--- config.mk ---
export PLATFORM = sky130hd
export DESIGN_NAME = signed_divider
export DESIGN_NICKNAME = d
export VERILOG_FILES = /design/src/rtl/signed_divider_pkg.sv /design/src/rtl/signed_divider_div_step.sv /design/src/rtl/signed_divider.sv
export SDC_FILE = /design/constraint.sdc
export NUM_CORES = 1
export LEC_CHECK = 0
export ABC_AREA = 1
export CORE_MARGIN = 1
export CORE_UTILIZATION = 25
export CTS_CLUSTER_SIZE = 30
export DETAILED_ROUTE_END_ITERATION = 12
export SETUP_SLACK_MARGIN = 0.1
export SYNTH_ARGS = -nofsm -noshare
export SYNTH_HDL_FRONTEND = slang
export SYNTH_SLANG_ARGS = --single-unit
--- constraint.sdc ---
create_clock -name clk -period 4.9 [get_ports clk]
set_input_delay 0.98 -clock clk [delete_from_list [all_inputs] [get_ports clk]]
set_output_delay 0.98 -clock clk [all_outputs]
set_load 0.02 [all_outputs]
--- src/rtl/signed_divider_pkg.sv ---
// Shared constants and state encoding for the sequential signed divider.
package signed_divider_pkg;

   localparam int unsigned DIV_WIDTH = 32;
   localparam int unsigned DIV_ITERS = 32;
   localparam int unsigned CNT_W     = 6;

   typedef enum logic [1:0] {
      ST_IDLE = 2'b00,
      ST_LOAD = 2'b01,
      ST_ITER = 2'b10,
      ST_DONE = 2'b11
   } state_e;

endpackage

--- src/rtl/signed_divider_div_step.sv ---
// One combinational restoring-division step on unsigned magnitudes.
module div_step
   import signed_divider_pkg::*;
#(
   parameter int unsigned WIDTH = DIV_WIDTH
) (
   input  logic [WIDTH:0]   rem_in,
   input  logic [WIDTH-1:0] quo_in,
   input  logic [WIDTH-1:0] dvsr,
   output logic [WIDTH:0]   rem_out,
   output logic [WIDTH-1:0] quo_out
);

   logic [WIDTH:0] shifted;
   logic           fits;

   always_comb begin
      // rem_in is always below dvsr, so its top bit is zero and can be shifted out
      shifted = {rem_in[WIDTH-1:0], quo_in[WIDTH-1]};
      fits    = (shifted >= {1'b0, dvsr});
      rem_out = fits ? (shifted - {1'b0, dvsr}) : shifted;
      quo_out = {quo_in[WIDTH-2:0], fits};
   end

endmodule

--- src/rtl/signed_divider.sv ---
// Multi-cycle signed divider: sign handling and control around a restoring step.
module signed_divider
   import signed_divider_pkg::*;
#(
   parameter int unsigned WIDTH = DIV_WIDTH
) (
   input  logic             clk,
   input  logic             RST,
   input  logic             GO,
   input  logic [WIDTH-1:0] dividend,
   input  logic [WIDTH-1:0] divisor,
   output logic             done,
   output logic [1:0]       CS,
   output logic [5:0]       cnt,
   output logic [WIDTH-1:0] quotient,
   output logic [WIDTH-1:0] remainder,
   output logic             div_by_zero
);

   state_e             state_q, state_d;
   logic [CNT_W-1:0]   cnt_q, cnt_d;
   logic [WIDTH-1:0]   dvd_q, dvd_d;
   logic [WIDTH-1:0]   dvs_q, dvs_d;
   logic [WIDTH-1:0]   dvsr_q, dvsr_d;
   logic [WIDTH-1:0]   quo_q, quo_d;
   logic [WIDTH:0]     rem_q, rem_d;
   logic               neg_quo_q, neg_quo_d;
   logic               neg_rem_q, neg_rem_d;
   logic [WIDTH-1:0]   quotient_q, quotient_d;
   logic [WIDTH-1:0]   remainder_q, remainder_d;
   logic               dbz_q, dbz_d;
   logic               done_q, done_d;

   logic [WIDTH:0]     step_rem;
   logic [WIDTH-1:0]   step_quo;

   div_step #(.WIDTH(WIDTH)) u_step (
      .rem_in  (rem_q),
      .quo_in  (quo_q),
      .dvsr    (dvsr_q),
      .rem_out (step_rem),
      .quo_out (step_quo)
   );

   always_comb begin
      state_d     = state_q;
      cnt_d       = cnt_q;
      dvd_d       = dvd_q;
      dvs_d       = dvs_q;
      dvsr_d      = dvsr_q;
      quo_d       = quo_q;
      rem_d       = rem_q;
      neg_quo_d   = neg_quo_q;
      neg_rem_d   = neg_rem_q;
      quotient_d  = quotient_q;
      remainder_d = remainder_q;
      dbz_d       = dbz_q;
      done_d      = done_q;

      unique case (state_q)
         ST_IDLE: begin
            if (GO) begin
               dvd_d   = dividend;
               dvs_d   = divisor;
               dbz_d   = 1'b0;
               state_d = ST_LOAD;
            end
         end
         ST_LOAD: begin
            // Zero divisor spends a second LOAD cycle: the flag rises first, then DONE.
            if (dbz_q) begin
               quotient_d  = '1;
               remainder_d = dvd_q;
               done_d      = 1'b1;
               state_d     = ST_DONE;
            end else if (dvs_q == '0) begin
               dbz_d = 1'b1;
            end else begin
               quo_d     = dvd_q[WIDTH-1] ? ('0 - dvd_q) : dvd_q;
               dvsr_d    = dvs_q[WIDTH-1] ? ('0 - dvs_q) : dvs_q;
               neg_quo_d = dvd_q[WIDTH-1] ^ dvs_q[WIDTH-1];
               neg_rem_d = dvd_q[WIDTH-1];
               rem_d     = '0;
               cnt_d     = '0;
               state_d   = ST_ITER;
            end
         end
         ST_ITER: begin
            if (cnt_q == CNT_W'(DIV_ITERS)) begin
               quotient_d  = neg_quo_q ? ('0 - quo_q) : quo_q;
               remainder_d = neg_rem_q ? ('0 - rem_q[WIDTH-1:0]) : rem_q[WIDTH-1:0];
               done_d      = 1'b1;
               state_d     = ST_DONE;
            end else begin
               rem_d = step_rem;
               quo_d = step_quo;
               cnt_d = cnt_q + 1'b1;
            end
         end
         ST_DONE: begin
            if (!GO) begin
               done_d  = 1'b0;
               state_d = ST_IDLE;
            end
         end
         default: state_d = ST_IDLE;
      endcase
   end

   always_ff @(posedge clk) begin
      if (RST) begin
         state_q     <= ST_IDLE;
         cnt_q       <= '0;
         dvd_q       <= '0;
         dvs_q       <= '0;
         dvsr_q      <= '0;
         quo_q       <= '0;
         rem_q       <= '0;
         neg_quo_q   <= 1'b0;
         neg_rem_q   <= 1'b0;
         quotient_q  <= '0;
         remainder_q <= '0;
         dbz_q       <= 1'b0;
         done_q      <= 1'b0;
      end else begin
         state_q     <= state_d;
         cnt_q       <= cnt_d;
         dvd_q       <= dvd_d;
         dvs_q       <= dvs_d;
         dvsr_q      <= dvsr_d;
         quo_q       <= quo_d;
         rem_q       <= rem_d;
         neg_quo_q   <= neg_quo_d;
         neg_rem_q   <= neg_rem_d;
         quotient_q  <= quotient_d;
         remainder_q <= remainder_d;
         dbz_q       <= dbz_d;
         done_q      <= done_d;
      end
   end

   assign done        = done_q;
   assign CS          = state_q;
   assign cnt         = cnt_q;
   assign quotient    = quotient_q;
   assign remainder   = remainder_q;
   assign div_by_zero = dbz_q;

endmodule

Yosys cells after proc, flatten, opt, wreduce, memory -nomap -nowiden
Cells that the tools add are included.
{ "totals": {"register_bits": 236, "output_inout_bits": 74, "elab_cells": 84} }
{ "op_classes": {"bitwise_logic": 3, "addsub": 6, "n_eq_ne": 12, "n_mux": 37, "n_reduce_logical": 12, "magnitude_cmp": 1} }
{ "op_table": {"columns": ["cell", "count"], "rows": [
  ["$mux W32", 15],
  ["$pmux W32 S2", 4],
  ["$sub A1 B32 Y32 const A", 4],
  ["$ge A33 B32 Y1", 1],
  ["$logic_not A32 Y1", 1],
  ["$sub A32 B32 Y32", 1],
  ["$mux W6", 3],
  ["$ne A2 B2 Y1 const B", 7],
  ["$pmux W6 S2", 1],
  ["$reduce_and A4 Y1", 3],
  ["$mux W2", 5],
  ["$pmux W2 S4", 1],
  ["$add A6 B1 Y6 const B", 1],
  ["$eq A6 B6 Y1 const B", 1],
  ["$mux W1", 6],
  ["$reduce_and A3 Y1", 2],
  ["$eq A2 B2 Y1 const B", 2],
  ["$reduce_and A2 Y1", 2],
  ["$reduce_bool A2 Y1", 2],
  ["$ne A3 B3 Y1 const B", 1],
  ["$pmux W1 S3", 1],
  ["$reduce_bool A3 Y1", 1],
  ["$eq A2 B1 Y1 const B", 1],
  ["$logic_not A2 Y1", 1],
  ["3 further kinds", 4]
]} }

Longest topological paths before layout
Gate-level depths: netlist of the first run.
{ "depth": {"depth_word": 5, "mapped_depth": 17, "ltp_nobuf": 16} }

Modules after synthesis
Synthesis of the first run repeated with hierarchy kept, for this count alone.
{ "unflattened": {"cells_unflattened": 2656, "hier_area_um2": 16126.7} }
{ "by_module_without_submodules": {"columns": ["module", "area_each_um2", "instances", "cells_each", "seq_area_each_um2"], "rows": [
  ["signed_divider", 12532.0, 1, 1938, 4744.6],
  ["div_step", 3594.7, 1, 718, 0.0]
]} }

Worst setup path before layout of the first run
OpenSTA, ideal clock, no wires.
{ "synth_timing": {"path_type": "reg2reg", "start": "reg quo_q[31]", "end": "reg rem_q[28]", "n_path_buf": 0, "slack_ns": 2.923, "arrival_time_ns": 1.845, "path_stages_with_launch": 17, "setup_ns": 0.132, "path_cell_list": "dfxtp_1 -> inv_1 -> ha_1 -> inv_1 -> fa_1 -> nand3_1 -> nand3_1 -> nand2_1 -> nand2_1 -> nand2_1 -> nand2_1 -> nand2_1 -> nand2_1 -> nand2_1 -> nand3_1 -> nand2_1 -> a21oi_1"} }
{ "synth_via": {"elab_chain_len": 4} }
{ "synth_rtl": {"columns": ["item", "line_no", "text"], "rows": [
  ["start, declared", "signed_divider.sv:25", "logic [WIDTH-1:0] quo_q, quo_d;"],
  ["start signal, assigned", "signed_divider.sv:131", "quo_q <= quo_d;"],
  ["$sub A32 B32 Y32 / $ge A33 B32 Y1 (equally long branches)", "signed_divider_div_step.sv:21, signed_divider_div_step.sv:20", null],
  ["$mux W32 *", "signed_divider_div_step.sv:21", "rem_out = fits ? (shifted - {1'b0, dvsr}) : shifted;"],
  ["$mux W32 *", "signed_divider.sv:89", "if (cnt_q == CNT_W'(DIV_ITERS)) begin"],
  ["$pmux W32 S2 *", "signed_divider.sv:60", "unique case (state_q)"],
  ["end signal, assigned", "signed_divider.sv:132", "rem_q <= rem_d;"],
  ["end, declared", "signed_divider.sv:26", "logic [WIDTH:0] rem_q, rem_d;"]
]} }
Every way passes the cells marked *; elsewhere a longest branch is shown, timed or not. The select of a mux whose other input is x is not followed.
A chain may end at the register's enable or synchronous reset.

Final worst setup path of the first run
{ "layout_timing": {"start": "reg dvs_q[31]", "end": "reg dvsr_q[13]"} }
{ "layout_via": {"elab_chain_len": 3} }
{ "layout_rtl": {"columns": ["item", "line_no", "text"], "rows": [
  ["start, declared", "signed_divider.sv:23", "logic [WIDTH-1:0] dvs_q, dvs_d;"],
  ["start signal, assigned", "signed_divider.sv:129", "dvs_q <= dvs_d;"],
  ["$logic_not A32 Y1", "signed_divider.sv:76", "end else if (dvs_q == '0) begin"],
  ["$not A1 Y1 (no line)", null, null],
  ["$reduce_and A3 Y1 (no line)", null, null],
  ["end signal, assigned", "signed_divider.sv:130", "dvsr_q <= dvsr_d;"],
  ["end, declared", "signed_divider.sv:24", "logic [WIDTH-1:0] dvsr_q, dvsr_d;"]
]} }
Parallel ways exist; a longest one is shown, timed or not.

==> metrics.cfg, run 1 <==
[finish]
layout_common_cells = 591 x nand2_1, 308 x inv_1, 251 x nor2_1
fill_cells = 6714
layout.nets = 2636
drive_gt1_frac = 0.0334
final_cell_area_um2 = 18100
area_growth_pct = 19.4
multiInputGateArea_um2 = 8770
layout_commonest_cell = nand2_1
antenna_cells = 0
seq_area_um2 = 4720

[global_route]
grt.met1_usage = 0.232
grt.total_usage = 0.164
grt_pass1_vias = 14500
met2_usage = 0.262
use_met3 = 0.0197
antenna_found_initial = 1
grt_busiest_layer = met2
grt_overflow = 0
grt_pass1_wl_um = 80200
grt_max_degree = 94

[timing]
finalCritPeriodShare = 0.681
maxSlewViolCount = 0
fin_tns_setup_ps = 0
fin_crit_ps = 3340
skew_ps = 11.6
relSlewSlack = 0.252
worst_pin_slew_ps = 1120
holdWs_ps = 464
hold_viol = 0
setup_viol = 0
fmax_mhz = 300
rsz0062_at_grt = false

[place]
postPlaceCellArea_um2 = 17100
io_buffers = 140
place_congestion = 0.930
hpwlAfterDp_um = 38800

[setup_path]
r2r-start = dvs_q[31]$_SDFFE_PP0P_
crit_type = register to register
path_cells = inv_2 -> nand3_1 -> nor2_1 -> nand2_1 -> nor2_2 -> nor2_4 -> nand2_2 -> inv_1 -> buf_4 -> o21ai_0 -> a21oi_1
cp_max_fo = 45
crit_required_ps = 5390
r2r-end = dvsr_q[13]$_SDFFE_PP0P_
critical_path_arrival_ps = 3830
endpoint = dvsr_q[13]$_SDFFE_PP0P_
start_kind = register
slowest_stage = inv_1
crit_start = dvs_q[31]$_SDFFE_PP0P_
reg2reg_slack_ps = 1560
reg2reg_depth = 11
worst_path_largest_cell_delay_ps = 880
cp-end-kind = register

[logic_synthesis]
synth_edf_count = 0
syn_area_um2 = 15100
synth-seq-area-share = 0.312
syn_nets = 2566
yosys_register_bits = 236
yosysWarnings = 0
ys_types = 46
synthFlopType = dfxtp_1
async_flop_share = 0
postSynthCellCount = 2456
synth_area_per_cell_um2 = 6.16

[clocking]
hold_buffers = 0
htree_levels = 1
cts_tree = yes
cts-resized-gates = 0
cts_root_buf = clkbuf_16
ctsLongestPathBuffers = 3
cts_sinks = 236
numCtsBuffers = 28
cts_setup_buffers = 0
clk_latency_ps = 560
clkTransAtPathRegs_ps = 60

[run_status]
outcome = finished clean

[worst_hold_path]
min_path_cells = 2
hold_path.class = register to register

[drt]
firstDrtPassIters = 6
vias = 16200
drtAntennaViolNets = 0
drc_errors = 0
avgViaCountPerCell = 4.87
drt_iter0_drc = 1552
drt-total-wl_um = 51700
wl_per_cell_um = 15.6

[floorplanning]
dieArea_um2 = 61500
start_util = 0.255
core_um2 = 59500
rows = 89
die_width_um = 248
die_h_um = 248
io_pins = 141

[job]
maxCapViolations = 0

[registers in the layout, indices dropped and copies added, names as in the netlist]
signal       cells
quotient        32
remainder       32
quo_q           32
neg_rem_q        1
CS               2
dvsr_q          32
dvd_q           32
cnt              6
div_by_zero      1
neg_quo_q        1
dvs_q           32
done             1
rem_q           32
[metrics by stage]
stage | utilization | std cells | worst slack [ps]
detailed placement | 0.288 | 3269 | 1600
floorplan | - | 2456 | 2920
CTS | 0.304 | 3318 | 1590
finish | 0.304 | 3318 | 1560
global placement | 0.288 | 3269 | 1600
global route | 0.304 | 3318 | 1180
[per-layer routing]
| metal | share of wire | vias to the layer above |
|---|---|---|
| met2 | 0.44 | 515 |
| met4 | 0.024 | 0 |
| li1 | - | 8147 |
| met5 | 0 | - |
| met1 | 0.47 | 7432 |
| met3 | 0.065 | 63 |
[final cells by class]
type | instances | share of cell area
Inverter | 314 | 0.0654
Tap cell | 773 | 0.0535
Clock inverter | 3 | 0.00235
Clock buffer | 46 | 0.0492
Timing Repair Buffer | 153 | 0.0827
Sequential cell | 236 | 0.261
Multi-Input combinational cell | 1793 | 0.485
[synth_stat cells (3+ instances only)]
cell type | n | area [µm²]
nor3_1 | 38 | 190
nor4_1 | 3 | 18.8
buf_2 | 29 | 145
nor2_2 | 3 | 18.8
nand3_1 | 213 | 1070
or2_2 | 9 | 56.3
inv_2 | 3 | 11.3
nand2_2 | 3 | 18.8
nand4_1 | 35 | 219
o21ai_0 | 223 | 1120
nand2_1 | 592 | 2220
inv_1 | 310 | 1160
buf_6 | 3 | 33.8
o311ai_0 | 3 | 26.3
dfxtp_1 | 236 | 4720
ha_1 | 42 | 526
a31oi_1 | 12 | 75.1
clkbuf_1 | 71 | 267
o31ai_1 | 6 | 45.0
o221ai_1 | 4 | 35.0
and2_1 | 3 | 18.8
o211ai_1 | 16 | 120
nand3b_1 | 10 | 75.1
a21oi_1 | 245 | 1230
buf_4 | 3 | 22.5
xnor2_1 | 18 | 158
buf_1 | 7 | 26.3
xor2_1 | 43 | 377
nor2_1 | 252 | 946
[cells by family (layout without fill, tap and decap cells)]
logic type | count (synthesis) | in the layout | share of synthesized area
simple gates | 1164 | 1164 | 0.323
compound gates | 525 | 525 | 0.184
buf+inv | 427 | 516 | 0.111
flops | 236 | 236 | 0.312
xor+xnor | 61 | 61 | 0.0353
fa+ha+maj | 43 | 43 | 0.0360
[worst max-delay path: cells and delay by family (launching register included)]
family,cells,cell delay [ps]
buffers and inverters,3,1480
AO/OA/AOI/OAI,2,230
flip-flops,1,850
AND/OR/NAND/NOR,6,700
[worst min path at each step]
stage | end | startpoint | slack (ps)
finish | quotient[28]$_SDFFE_PP0P_ | quotient[28]$_SDFFE_PP0P_ | 460
global route | quotient[27]$_SDFFE_PP0P_ | quotient[27]$_SDFFE_PP0P_ | 480
CTS | quotient[19]$_SDFFE_PP0P_ | quotient[19]$_SDFFE_PP0P_ | 460
detailed placement | quotient[19]$_SDFFE_PP0P_ | quotient[19]$_SDFFE_PP0P_ | 450
global placement | remainder[6]$_SDFFE_PP0P_ | remainder[6]$_SDFFE_PP0P_ | 450
floorplan | dvsr_q[10]$_SDFFE_PP0P_ | dvsr_q[10]$_SDFFE_PP0P_ | 430
Power of run 1 is not shown: default switching activity piles up to over one toggle a cycle in this logic, so the estimate is an artifact.
==> run 2, diff against run 1 <==
- clock period: 4.9 -> 3.3 ns (I/O delays scaled with it)
==> run 2 against run 1 <==
  * Utilization increased by 0.38 points
  * Final area increased by 1.2%
  * Fmax rose by 27%
  * Cell count rose by 0.60%
  * Setup slack got worse by 880 ps
  * Critical path depth stayed put
  * Die area is the same
  * Sequential cell count unchanged
  * Highest routed layer is now met5
==> metrics.cfg, run 2 (synthesized netlist as in run 1, its figures left out) <==
[worst_hold_path]
hold_path.class = register to register

[drt]
drt-total-wl_um = 53700
wl_per_cell_um = 16.1
avgViaCountPerCell = 4.83
drtAntennaViolNets = 0
firstDrtPassIters = 5
drc_errors = 0
vias = 16100
drt_iter0_drc = 1533

[finish]
seq_area_um2 = 4720
fill_cells = 6714
area_growth_pct = 20.8
multiInputGateArea_um2 = 8770
drive_gt1_frac = 0.0425
antenna_cells = 0
layout.nets = 2651
layout_commonest_cell = nand2_1
layout_common_cells = 591 x nand2_1, 308 x inv_1, 251 x nor2_1

[global_route]
grt_pass1_vias = 15200
grt_overflow = 0
antenna_found_initial = 1
grt_pass1_wl_um = 83600
grt.total_usage = 0.172
grt_max_degree = 117

[setup_path]
crit_type = register to register
critical_path_arrival_ps = 3100
path_cells = inv_1 -> ha_4 -> inv_2 -> buf_4 -> nand2_1 -> nand2_1 -> o21ai_4 -> inv_2 -> o21ai_0 -> nor2_1 -> nor2_1
crit_required_ps = 3780
cp-end-kind = register
cp_max_fo = 52
worst_path_largest_cell_delay_ps = 530
slowest_stage = inv_2
start_kind = register

[place]
hpwlAfterDp_um = 40700
io_buffers = 140
place_congestion = 0.951

[clocking]
ctsLongestPathBuffers = 3
htree_levels = 1
cts_root_buf = clkbuf_16
numCtsBuffers = 30
hold_buffers = 0
clkTransAtPathRegs_ps = 60
clk_latency_ps = 590
cts_tree = yes
cts-resized-gates = 0
cts_setup_buffers = 0
cts_sinks = 236

[timing]
setup_viol = 0
skew_ps = 26.6
maxSlewViolCount = 0
hold_viol = 0
finalCritPeriodShare = 0.793
fmax_mhz = 382
rsz0062_at_grt = false
relSlewSlack = 0.387
fin_tns_setup_ps = 0
fin_crit_ps = 2620
worst_pin_slew_ps = 920

[floorplanning]
io_pins = 141
core_um2 = 59500
start_util = 0.255
dieArea_um2 = 61500
die_h_um = 248
die_width_um = 248
rows = 89

[run_status]
outcome = finished clean

[job]
maxCapViolations = 0

## run 2: cell types whose count changed in the layout (fill, tap and decap cells not counted), moves of 2 or more
cell        change
clkbuf_8        -6
clkbuf_1        -4
clkinv_2        +6
clkinvlp_4      +5
buf_12          +3
buf_4          +10
bufinv_16       +2
## run 2: cell type report
type                            instances  area share
Timing Repair Buffer                  166      0.0891
Clock buffer                           37      0.0447
Sequential cell                       236       0.258
Tap cell                              773      0.0529
Multi-Input combinational cell       1793       0.479
Clock inverter                         19      0.0111
Inverter                              314      0.0646
## run 2: final timing paths
kind,startpoint,end,slack (ps),cells after the start
setup / recovery,CS[0]$_SDFFE_PP0P_,quo_q[27]$_SDFFE_PP0P_,680,11
hold / removal,quotient[19]$_SDFFE_PP0P_,quotient[19]$_SDFFE_PP0P_,460,2
setup reg to reg,CS[0]$_SDFFE_PP0P_,quo_q[27]$_SDFFE_PP0P_,680,11
hold reg to reg,quotient[19]$_SDFFE_PP0P_,quotient[19]$_SDFFE_PP0P_,460,2
## run 2: metal layers
metal,global-route usage,part of all wire,up-vias
met5,0,0.00024,-
met4,0.0621,0.034,2
met3,0.0236,0.058,102
met2,0.269,0.44,484
met1,0.240,0.47,7354
li1,-,-,8191
## run 2: critical path: cells and delay by family, from the launching register on
kind | cells | cell delay, ps
buffers and inverters | 4 | 1170
and+or+nand+nor | 4 | 460
DFF | 1 | 390
AOI/OAI and AO/OA | 2 | 290
adders and majority gates | 1 | 190
## run 2: stage by stage
| step | worst slack, ps | instances | hold WS, ps | instance area [µm²] | util |
|---|---|---|---|---|---|
| 2_1_floorplan | 1320 | 2456 | 432 | 15100 | - |
| 3_3_place_gp | 687 | 3282 | 454 | 17300 | 0.290 |
| 3_5_place_dp | 673 | 3282 | 455 | 17300 | 0.290 |
| 4_1_cts | 678 | 3338 | 464 | 18300 | 0.308 |
| 5_1_grt | 372 | 3338 | 485 | 18300 | 0.308 |
| 6_report | 682 | 3338 | 463 | 18300 | 0.308 |
Power of run 2 is left out for the same reason.
